### src/rtl/way_select_decoder_pkg.sv
// Shared cache definitions: way count, the encoder "no match" index,
// and the decoded-way result layout used by the decoder and its clients.
package way_select_decoder_pkg;

    // Default number of cache ways and the index width that covers them.
    localparam int WAYS  = 4;
    localparam int IDX_W = 4;

    // Index the lowest-set-bit encoder emits when no bit is set.
    localparam int NONE_IDX = WAYS;

    // Decoded way result at the default way count.
    typedef struct packed {
        logic [WAYS-1:0] onehot;
        logic            none;
        logic            err;
    } way_dec_t;

endpackage

### src/rtl/way_select_decoder_index_to_onehot.sv
// Combinational way index to one-hot decoder.
// Ports: idx (index in), onehot (select vector), none (idx==OUT_SIZE), err (idx>OUT_SIZE).
module index_to_onehot
    import way_select_decoder_pkg::*;
#(
    parameter int IN_SIZE  = IDX_W,
    parameter int OUT_SIZE = WAYS
) (
    input  logic [IN_SIZE-1:0]  idx,
    output logic [OUT_SIZE-1:0] onehot,
    output logic                none,
    output logic                err
);

    localparam logic [IN_SIZE-1:0] NONE_I = IN_SIZE'(OUT_SIZE);

    always_comb begin
        onehot = '0;
        for (int i = 0; i < OUT_SIZE; i++) begin
            onehot[i] = (idx == IN_SIZE'(i));
        end
        none = (idx == NONE_I);
        err  = (idx > NONE_I);
    end

endmodule

### src/rtl/way_select_decoder.sv
// Registered index-to-one-hot decoder with a main + skid output buffer.
// Ports: clk, rst_n, in_valid/in_ready/in (index side),
//        out_valid/out_ready/out/out_none/out_err (decoded result side).
module way_select_decoder
    import way_select_decoder_pkg::*;
#(
    parameter int IN_SIZE  = IDX_W,
    parameter int OUT_SIZE = WAYS
) (
    input  logic                clk,
    input  logic                rst_n,
    input  logic                in_valid,
    output logic                in_ready,
    input  logic [IN_SIZE-1:0]  in,
    output logic                out_valid,
    input  logic                out_ready,
    output logic [OUT_SIZE-1:0] out,
    output logic                out_none,
    output logic                out_err
);

    typedef struct packed {
        logic [OUT_SIZE-1:0] onehot;
        logic                none;
        logic                err;
    } dec_t;

    typedef enum logic [1:0] {
        EMPTY = 2'd0,
        ONE   = 2'd1,
        TWO   = 2'd2
    } occ_e;

    occ_e state_q, state_d;
    dec_t main_q, main_d;
    dec_t skid_q, skid_d;
    dec_t dec;

    logic acc;
    logic pop;

    index_to_onehot #(
        .IN_SIZE  (IN_SIZE),
        .OUT_SIZE (OUT_SIZE)
    ) u_dec (
        .idx    (in),
        .onehot (dec.onehot),
        .none   (dec.none),
        .err    (dec.err)
    );

    // Ready and valid come straight from occupancy state.
    assign in_ready  = (state_q != TWO);
    assign out_valid = (state_q != EMPTY);

    assign acc = in_valid && in_ready;
    assign pop = out_valid && out_ready;

    // Gate the outputs so stale main contents never show while empty.
    assign out      = out_valid ? main_q.onehot : '0;
    assign out_none = out_valid && main_q.none;
    assign out_err  = out_valid && main_q.err;

    always_comb begin
        state_d = state_q;
        main_d  = main_q;
        skid_d  = skid_q;
        unique case (state_q)
            EMPTY: begin
                if (acc) begin
                    main_d  = dec;
                    state_d = ONE;
                end
            end
            ONE: begin
                if (acc && pop) begin
                    main_d = dec;
                end else if (acc) begin
                    skid_d  = dec;
                    state_d = TWO;
                end else if (pop) begin
                    state_d = EMPTY;
                end
            end
            TWO: begin
                if (pop) begin
                    main_d  = skid_q;
                    state_d = ONE;
                end
            end
            default: begin
                state_d = EMPTY;
            end
        endcase
    end

    always_ff @(posedge clk or negedge rst_n) begin
        if (!rst_n) begin
            state_q <= EMPTY;
            main_q  <= '0;
            skid_q  <= '0;
        end else begin
            state_q <= state_d;
            main_q  <= main_d;
            skid_q  <= skid_d;
        end
    end

endmodule

### config.mk
export PLATFORM = sky130hd
export DESIGN_NAME = way_select_decoder
export DESIGN_NICKNAME = d
export VERILOG_FILES = /design/src/rtl/way_select_decoder_pkg.sv /design/src/rtl/way_select_decoder_index_to_onehot.sv /design/src/rtl/way_select_decoder.sv
export SDC_FILE = /design/constraint.sdc
export NUM_CORES = 1
export LEC_CHECK = 0
export ABC_AREA = 1
export BUFFER_PORTS_ARGS = -buffer_cell sky130_fd_sc_hd__buf_4
export CORE_MARGIN = 4
export CORE_UTILIZATION = 52
export DETAILED_ROUTE_END_ITERATION = 8
export PLACE_DENSITY = 0.76
export SLEW_MARGIN = 10
export SYNTH_ARGS = -nofsm -noshare
export SYNTH_HDL_FRONTEND = slang
export SYNTH_SLANG_ARGS = --single-unit
### constraint.sdc
create_clock -name clk -period 1.3 [get_ports clk]
set_input_delay 0.065 -clock clk [delete_from_list [all_inputs] [get_ports clk]]
set_output_delay 0.065 -clock clk [all_outputs]
set_load 0.005 [all_outputs]
Yosys cells after proc, flatten, opt, wreduce, memory -nomap -nowiden

Cells that the tools add are included.

Bits of input ports: 8
Memories kept: 0
Bits in writable memories: 0
Latch bits: 0
Output and inout bits: 8
Memory bits (read-only): 0
Bits in registers: 14

Divide/modulo/power cells: 0
$lt $le $gt $ge: 1
Shifts and indexed selects: 0
Multiply operators: 0
Reduce and logical (&&, ||, !) cells: 12
Bitwise gates (word level): 1
Muxes and demuxes: 11
Eq/ne operators: 12
Add/sub/neg operators: 0

Operators with widths:

| operator                                                              | number |
|---|---|
| 6-bit two-way mux                                                     | 3 |
| 6-bit case mux with 3 select lines                                    | 1 |
| 2-bit two-way mux                                                     | 5 |
| 2-bit inequality test (second input constant)                         | 5 |
| 4-bit by 2-bit == test with 1-bit output (second input constant)      | 2 |
| 4-bit AND reduction                                                   | 2 |
| 2-bit case mux with 3 select lines                                    | 1 |
| 1-bit logical AND                                                     | 5 |
| 4-bit by 1-bit == test with 1-bit output (second input constant)      | 1 |
| 4-bit by 3-bit == test with 1-bit output (second input constant)      | 1 |
| 4-bit by 3-bit > comparator with 1-bit output (second input constant) | 1 |
| 4-bit logical NOT                                                     | 1 |
| 4-bit two-way mux                                                     | 1 |
| 3-bit inequality test (second input constant)                         | 1 |
| 3-bit AND reduction                                                   | 1 |
| 3-bit nonzero test                                                    | 1 |
| 2-bit by 1-bit == test with 1-bit output (second input constant)      | 1 |
| 2-bit == test (second input constant)                                 | 1 |
| 2-bit logical NOT                                                     | 1 |
| 2-bit nonzero test                                                    | 1 |
| 1-bit inverter                                                        | 1 |

Depth between registers and ports, before layout

Gate-level depths: netlist of the first run.

Word-level depth: 6
Gate-level depth with buffers: 7
Gate-level depth less buffers: 7

Modules after synthesis

Synthesis of the first run repeated with hierarchy kept, for this count alone.

Cell total of the unflattened synthesis: 117
Area total of the unflattened synthesis: 810.8 um2

By module, submodules not included:

| module             | cells each | instances | area an instance (um2) | sequential area each (um2) |
|---|---|---|---|---|
| way_select_decoder | 101        | 1         | 744.5                  | 350.3 |
| index_to_onehot    | 16         | 1         | 66.3                   | 0.0 |

Worst setup path after synthesis of the first run

No wires, ideal clock.

Kind: reg-to-reg
From: register state_q[1]
To: register state_q[0]
Clock period less this slack: 1.107 ns
Path buffers: 0
Arrival: 0.988 ns
Slack: 0.193 ns
Stages on the path, launching flop included: 7
Path through: dfrtp_1 > nor2_2 > nand2_2 > nand2_2 > inv_2 > nand2_4 > nand2_1

Word-level cells in the longest chain between the ends: 5
Elaborated cells on any way between the ends: 16

RTL lines:

| item                                                                             | line                                               | RTL |
|---|---|---|
| start, declared                                                                  | way_select_decoder.sv:34                           | `occ_e state_q, state_d;` |
| start signal, assigned                                                           | way_select_decoder.sv:103                          | `state_q <= state_d;` |
| 2-bit inequality test / 2-bit nonzero test (equally long branches)               | way_select_decoder.sv:53, way_select_decoder.sv:54 |  |
| 1-bit logical AND (on tied branches)                                             | way_select_decoder.sv:56, way_select_decoder.sv:57 |  |
| 2-bit two-way mux / 1-bit logical AND (equally long branches)                    | way_select_decoder.sv:78, way_select_decoder.sv:76 |  |
| 2-bit two-way mux / 2-bit inequality test (equally long branches)                | n/a                                                |  |
| 2-bit case mux with 3 select lines / 4-bit AND reduction (equally long branches) | n/a                                                |  |

Several ways; a longest one is shown, not always the timed one. The select of a mux whose other input is x is not followed.
A chain may end at the register's enable or synchronous reset.

Worst setup path after layout of the first run

From: register state_q[1]
To: output out[0]

Word-level cells in the longest chain between the ends: 2

RTL lines:

| item               | line                     | RTL |
|---|---|---|
| 2-bit nonzero test | way_select_decoder.sv:54 | `assign out_valid = (state_q != EMPTY);` |
| 4-bit two-way mux  | way_select_decoder.sv:60 | `assign out = out_valid ? main_q.onehot : '0;` |
| end, declared      | way_select_decoder.sv:17 | `output logic [OUT_SIZE-1:0] out,` |

Every way passes these cells.

==> results.ini, run 1 <==
[status]
outcome = finished clean

[die]
num_rows = 13
die_h_um = 47.03
dieArea_mm2 = 0.002211
io_pins = 16
start_util = 0.5797
die_w_um = 47.03
core_area_mm2 = 0.001366

[finish]
num_antenna_cells = 0
layout_common_cells = nand2_1, buf_4, inv_1, dfrtp_1, nor2_1
fillCellCount = 118
area_delta_synth_final_pct = 22.91
regArea_um2 = 352.8
multiInputGateArea_um2 = 379.1
drive_above_1_share = 0.2791
fin_nets = 138
final_common_cell = nand2_1

[timing]
period_share = 0.9481
timing.slew.headroom = 0.7432
final.setup.tns_ps = 0
slew_viol_final = 0
worstMarginPinSlew_ps = 383.8
max_freq_ghz = 0.8113
fin_crit_ps = 1233
final_hold_viol_count = 0
setup_violations = 0
fin_worst_skew_ps = 3.718
rsz0062_at_grt = no

[synthesis]
synth-seq-cells = 14
synthTopCellsByArea = dfrtp_1, nand2_1, inv_1, nor2_1, nand3_1
syn_inst = 110
yosys.area.top_type = dfrtp_1
yosysSeqAreaShare = 0.4423
synth_nets = 118
post_synth.cell_area_avg_um2 = 7.200
synth_top_area_frac = 0.4423
yosysWarningCount = 0
syn_area_um2 = 792.0
synth.distinct_cells = 17

[critical_path]
worst_path_max_delay_cell = dfrtp_2
cp_data_arrival_time_ps = 1170
crit_path_cell_trace = nor2_4 -> nor2_1 -> buf_4
end_kind = primary output
cpLargestDelayFamily = flip-flops
worst-path-max-fanout = 8
start_kind = flip-flop
path_class = reg -> out
worst-path-buf-inv = 1
critical_path_required_ps = 1240
crit_path_max_incr_delay_ps = 460

[clocking]
clk_latency_ps = 270
clkSinkCount = 14
cts_tree = done
clockBufferDepth = 2
post_cts_buffers = 0
path_clk_slew_ps = 90
htreeDepth = 1
numCtsBuffers = 3
cts_root_buf = clkbuf_4

[flow_run]
maxCapViolCount = 0

[detailed_routing]
antenna_left = 0
drt_wl_total_um = 1493
firstDrtPassIters = 4
routedWlPerCell_um = 10.37
drtIter0Drc = 9
vias = 698
vias_per_cell = 4.847
drc = 0

[place]
dpl.hpwl_um = 1120
port-buffer-count = 15
gp_congestion = 0.7473

[global_route]
grt_use_total = 0.1589
grt_pass1_vias = 613
grt_max_degree = 15
grt.overflow.total = 0
grt_pass1_wl_um = 2511
antenna_found_initial = 0

[power]
leakage_nw = 0.5236
power.total_mw = 1.610
powerDensity_mw_per_mm2 = 1654
max-vdd-ir-drop_mv = 0.9401

[worst_hold_path]
hold_class = in -> reg

[through the flow]
step           utilization  cell area, um2  hold slack, ps  std cells  setup slack, ps
6_report            0.7125           973.4           84.50        144            67.45
5_1_grt             0.7125           973.4           88.33        144            17.91
4_1_cts             0.7070           965.9           83.61        145            7.386
3_5_place_dp        0.6731           919.6          -76.87        140            94.66
3_3_place_gp        0.6731           919.6          -76.74        140            132.1
2_1_floorplan            -           792.0          -230.6        110            193.3
[final cells by class]
class                   count  share of cell area
well taps                  15             0.01928
repair buffers             16              0.1260
multi-input cells          78              0.3895
clock buffers               4             0.03728
inverters                  17             0.06555
flip-flops and latches     14              0.3625
[routing by layer]
| layer | track usage | up-vias | share of wire |
|---|---|---|---|
| li1 | - | 374 | - |
| met1 | 0.2190 | 306 | 0.49 |
| met2 | 0.2493 | 16 | 0.45 |
| met3 | 0.03448 | 2 | 0.054 |
| met4 | 0.04972 | 0 | 0.0080 |
| met5 | 0 | - | 0 |
[final timing paths]
| path | from | end | slack, ps | cells after the start |
|---|---|---|---|---|
| worst max register to register | state_q[1]$_DFFE_PN0P_ | main_q[5]$_DFFE_PN0P_ | 120 | 7 |
| worst max-delay path | state_q[1]$_DFFE_PN0P_ | out[0] | 70 | 3 |
| worst min-delay path | in[2] | skid_q[1]$_DFFE_PN0P_ | 80 | 3 |
| min in group asynchronous | rst_n | main_q[2]$_DFFE_PN0P_ | 160 | 2 |
| worst min register to register | main_q[2]$_DFFE_PN0P_ | main_q[2]$_DFFE_PN0P_ | 480 | 2 |
| max in group asynchronous | rst_n | state_q[0]$_DFFE_PN0P_ | 950 | 2 |
[kinds of logic after synthesis]
| kind of cell | Yosys count | synth area share |
|---|---|---|
| AND/OR/NAND/NOR | 69 | 0.3823 |
| buffers and inverters | 18 | 0.09478 |
| flip-flops | 14 | 0.4423 |
| AO/OA/AOI/OAI | 9 | 0.08057 |
[where the power goes]
group	internal (mW)	total [mW]	switching (mW)	leakage [nW]
clock network	0.170	0.310	0.140	0.0210
registers	0.556	0.656	0.0998	0.184
logic	0.259	0.644	0.385	0.319
total	0.985	1.61	0.625	0.524
[sequential cells by signal (all words and copies together) (netlist names)]
| register | flops |
|---|---|
| main_q | 6 |
| state_q | 2 |
| skid_q | 6 |
[cell usage after synthesis]
master,number
inv_1,14
nand2_1,42
o21ai_1,2
nor2_1,10
o21ai_0,2
nand3_1,7
nand3b_1,1
nand3_2,1
o21ai_2,4
nand4_1,2
nor2_2,2
dfrtp_1,14
nand2_4,1
nand2_2,3
inv_2,3
buf_6,1
a21oi_2,1
[tightest hold or removal path: stages]
cell and delay, ps:
buf_4 110, nand3_1 90, o21ai_2 60
[repair_timing]
| item | 4_1_cts | 5_1_grt |
|---|---|---|
| endpoints found under the setup margin | 0 | 13 |
| gates resized for setup | 0 | 4 |
| hold endpoints to repair | 14 | 0 |
| hold buffers | 1 | 0 |
Note: power is estimated with default switching activity, not from simulation.
==> inputs of run 2 (changes only) <==
- BUFFER_PORTS_ARGS: -buffer_cell sky130_fd_sc_hd__buf_4 -> not set
- CORE_UTILIZATION: 52 -> 59
- DONT_BUFFER_PORTS: not set -> 1
- GPL_ROUTABILITY_DRIVEN: not set -> 0
- PLACE_DENSITY: 0.76 -> 0.75
==> results.ini, run 2 (synthesized netlist as in run 1, its figures left out) <==
[status]
outcome = complete, but fails checks
violations = negative hold slack

[timing]
worstMarginPinSlew_ps = 610.5
fin_ws_ps = 95.61
final.setup.tns_ps = 0
timing.slew.headroom = 0.5917
rsz0062_at_grt = no
fin_crit_ps = 1204
worst_hold_slack_ps = -0.7687
final_hold_viol_count = 1
setup_violations = 0
slew_viol_final = 0
max_freq_ghz = 0.8303
fin_worst_skew_ps = 0.6811
period_share = 0.9265

[clocking]
clk_latency_ps = 280
post_cts_buffers = 0
clkSinkCount = 14
numCtsBuffers = 3
clockBufferDepth = 2
cts_root_buf = clkbuf_4
htreeDepth = 1
path_clk_slew_ps = 90
cts_tree = done

[power]
max-vdd-ir-drop_mv = 1.269
powerDensity_mw_per_mm2 = 1695
power.total_mw = 1.527
leakage_nw = 0.4682

[place]
port-buffer-count = 0
dpl.hpwl_um = 1075
dp_slack_ps = 85.98
placedCellCount = 124
place_area_um2 = 805.8

[global_route]
grt_pass1_wl_um = 2573
grt_use_total = 0.1759
grt.overflow.total = 0
grt_pass1_vias = 594
grt_max_degree = 15
antenna_found_initial = 0

[critical_path]
worst-path-max-fanout = 4
start_kind = input port
path_class = in -> reg
cp_data_arrival_time_ps = 1420
r2r_setup_slack_ps = 170
r2r_end = main_q[5]$_DFFE_PN0P_
critical_path_required_ps = 1510
r2r_cells = 6
r2r-start = state_q[1]$_DFFE_PN0P_
end_kind = flip-flop
crit_start = in[0]
worstSetupEndpoint = skid_q[5]$_DFFE_PN0P_

[detailed_routing]
firstDrtPassIters = 4
routedWlPerCell_um = 11.62
antenna_left = 0
drt_wl_total_um = 1545
drtIter0Drc = 10
drc = 0
vias = 683
vias_per_cell = 5.135

[finish]
final_common_cell = nand2_1
area_delta_synth_final_pct = 13.74
fin_nets = 128
stdcell_count = 133
reg_top3 = main_q: 6 flops, skid_q: 6 flops, state_q: 2 flops
fillCellCount = 95
num_antenna_cells = 0
layout_common_cells = nand2_1, inv_1, dfrtp_1, nor2_1, nand3_1
drive_above_1_share = 0.1765
fin_area_um2 = 900.9

[die]
die_w_um = 44.64
core_area_mm2 = 0.001186
dieArea_mm2 = 0.001993
io_pins = 16
num_rows = 12
die_h_um = 44.64
start_util = 0.6677

[worst_hold_path]
hold_class = in -> reg

[flow_run]
maxCapViolCount = 0

run 2: changes by cell type in the layout (fill, tap and decap cells not counted):
cell           change
buf_4             -14
dlygate4sd3_1      +4
dfrtp_1            +1
dfrtp_2            -1
nor2_2             +1
nor2_4             -1
run 2: area by class of cell:
class	instances	area, um2	area share
tap	14	17.52	0.01944
clock buffer	4	36.28	0.04028
timing repair buffer	6	57.56	0.06389
sequential	14	351.6	0.3903
inverter	17	63.81	0.07083
multi-input combinational	78	374.1	0.4153
run 2: where the power goes:
part	switching [mW]	internal, mW	leakage (nW)
registers	0.0925	0.554	0.186
clock network	0.149	0.171	0.0210
logic	0.366	0.194	0.262
total	0.608	0.919	0.468
run 2: what timing repair did:
action,4_1_cts,5_1_grt
endpoints found under the hold margin,18,0
hold buffers,5,0
setup endpoints to repair,0,7
resized for setup,0,2
run 2: through the flow:
stage / util / hold WS (ps)
global route: 0.7595 / 26.97
CTS: 0.7521 / 5.143
global placement: 0.6793 / -230.3
finish: 0.7595 / -0.7687
floorplan: - / -230.6
detailed placement: 0.6793 / -230.2
run 2: critical path, stage by stage:
cell and delay (ps):
dlygate4sd3_1 550, nand3_1 70, dlygate4sd3_1 590, o21ai_2 140
run 2: how the worst min path moves through the flow:
stage / start / end / slack (ps) / cells past startpoint
finish: in[3] / skid_q[1]$_DFFE_PN0P_ / -0.8 / 3
global route: in_valid / state_q[0]$_DFFE_PN0P_ / 30 / 3
global placement: rst_n / main_q[2]$_DFFE_PN0P_ / -230 / 0
detailed placement: rst_n / main_q[2]$_DFFE_PN0P_ / -230 / 0
CTS: in[3] / skid_q[1]$_DFFE_PN0P_ / 5 / 3
floorplan: rst_n / main_q[0]$_DFFE_PN0P_ / -230 / 0
run 2: per-layer routing:
metal / wire length (um) / part of all wire / track usage / up-vias
met2: 711 / 0.46 / 0.2722 / 25
met4: 22 / 0.014 / 0.09036 / 0
met5: 0 / 0 / 0 / -
li1: - / - / - / 356
met1: 729 / 0.47 / 0.2362 / 298
met3: 81 / 0.052 / 0.02439 / 4
==> inputs of run 3 (changes only) <==
- REMOVE_ABC_BUFFERS: not set -> 1
==> results.ini, run 3 (synthesized netlist as in run 1, its figures left out) <==
[place]
dpl.hpwl_um = 1152
port-buffer-count = 0

[power]
combPwrFrac = 0.368
powerDensity_mw_per_mm2 = 1679
power_frac_clock = 0.213
max-vdd-ir-drop_mv = 1.291
leakage_nw = 0.4776
power.internal_uw = 919.4
seqPwrFrac = 0.420
power_switching_uw = 625.0
switching_share = 0.4047

[timing]
setup_violations = 0
fin_worst_skew_ps = 2.795
max_freq_ghz = 0.8349
final_hold_viol_count = 2
period_share = 0.9214
worst_hold_slack_ps = -1.766
slew_viol_final = 0
timing.slew.headroom = 0.5927
fin_crit_ps = 1198
worstMarginPinSlew_ps = 609.0
final.setup.tns_ps = 0

[finish]
postLayoutCoreUtil = 0.7753
fin_nets = 130
final_common_cell = nand2_1
fillCellCount = 91
drive_above_1_share = 0.1653
num_antenna_cells = 0
reg_top3 = main_q: 6 flops, skid_q: 6 flops, state_q: 2 flops
area_delta_synth_final_pct = 16.11
layout_common_cells = nand2_1, inv_1, dfrtp_1, nor2_1

[detailed_routing]
drc = 0
drtIter0Drc = 15
vias = 687
routedWlPerCell_um = 11.85
firstDrtPassIters = 4
vias_per_cell = 5.089
drt_wl_total_um = 1600
antenna_left = 0

[die]
core_area_mm2 = 0.001186
start_util = 0.6677
dieArea_mm2 = 0.001993
num_rows = 12
io_pins = 16
die_h_um = 44.64
die_w_um = 44.64

[worst_hold_path]
worstHoldStart = in[3]
hold_class = in -> reg
whs_path_depth = 3
min_to = skid_q[1]$_DFFE_PN0P_

[clocking]
post_cts_buffers = 0
clockBufferDepth = 2
htreeDepth = 1
path_clk_slew_ps = 90
clkSinkCount = 14
cts_tree = done
numCtsBuffers = 3
clk_latency_ps = 290
cts_root_buf = clkbuf_4

[critical_path]
worst-path-buf-inv = 1
critical_path_required_ps = 1240
r2r-start = state_q[0]$_DFFE_PN0P_
crit_path_cell_trace = nor2_2 -> buf_4 -> nor2_1
end_kind = primary output
worst-path-max-fanout = 7
r2r_end = main_q[4]$_DFFE_PN0P_
r2r_cells = 6
worst_path_max_delay_cell = dfrtp_1
cp_data_arrival_time_ps = 1130
crit_path_max_incr_delay_ps = 460
cpLargestDelayFamily = flip-flops
start_kind = flip-flop
path_class = reg -> out
r2r_setup_slack_ps = 130

[global_route]
grt_pass1_wl_um = 2877
grt_pass1_vias = 651
grt.overflow.total = 0
grt_use_total = 0.2002
grt_max_degree = 15
antenna_found_initial = 0

[status]
outcome = complete, but fails checks
violations = negative hold slack

[flow_run]
maxCapViolCount = 0

## run 3: cell count changes in the layout (fill, tap and decap cells not counted), sizes merged
cell | previous run | this run
dlygate4sd3 | 5 | 7
## run 3: final cells by class
class	instances	area (um2)	area share
Tap cell	14	17.52	0.01905
Timing Repair Buffer	8	77.57	0.08435
Inverter	17	63.81	0.06939
Sequential cell	14	350.3	0.3810
Multi-Input combinational cell	78	374.1	0.4068
Clock buffer	4	36.28	0.03946
## run 3: layer usage
metal  global-route usage  vias to the layer above  wire (um)
met2               0.3238                       17        724
met3              0.03659                        2         98
met5                    0                        -          0
met1               0.2563                      309        750
li1                     -                      359          -
met4              0.09036                        0         27
## run 3: worst min-delay path, cell delays in order
cell,delay (ps)
inv_1,40
nand3_1,100
o21ai_2,60
## run 3: timing repair
action	CTS	global route
resized for setup	0	1
hold buffers	7	0
endpoints found under the setup margin	0	6
hold endpoints to repair	19	0
## run 3: worst max path at each step
stage | start | to | slack, ps | depth (start not counted)
2_1_floorplan | state_q[1]$_DFFE_PN0P_ | state_q[0]$_DFFE_PN0P_ | 190 | 6
3_3_place_gp | state_q[0]$_DFFE_PN0P_ | skid_q[2]$_DFFE_PN0P_ | 140 | 5
3_5_place_dp | state_q[0]$_DFFE_PN0P_ | skid_q[5]$_DFFE_PN0P_ | 100 | 5
4_1_cts | state_q[0]$_DFFE_PN0P_ | skid_q[5]$_DFFE_PN0P_ | 70 | 5
5_1_grt | state_q[0]$_DFFE_PN0P_ | main_q[4]$_DFFE_PN0P_ | -0.2 | 7
6_report | state_q[1]$_DFFE_PN0P_ | out_err | 100 | 3
## run 3: stage by stage
stage	worst slack [ps]	hold WS, ps	power (mW)	cell area, um2	cells
floorplan	193.3	-230.6	1.059	780.7	109
global placement	138.5	-230.3	1.159	805.8	124
detailed placement	98.68	-230.2	1.188	805.8	124
CTS	74.84	0.5358	1.536	912.1	135
global route	-0.2333	12.20	1.658	919.6	135
finish	102.2	-1.766	1.544	919.6	135
## run 3: power by group through the flow
stage | Sequential [mW] | Clock (mW) | Combinational (mW)
finish | 0.648 | 0.328 | 0.568
detailed placement | 0.653 | 0 | 0.535
global placement | 0.643 | 0 | 0.515
CTS | 0.646 | 0.328 | 0.563
global route | 0.663 | 0.348 | 0.647
floorplan | 0.630 | 0 | 0.430
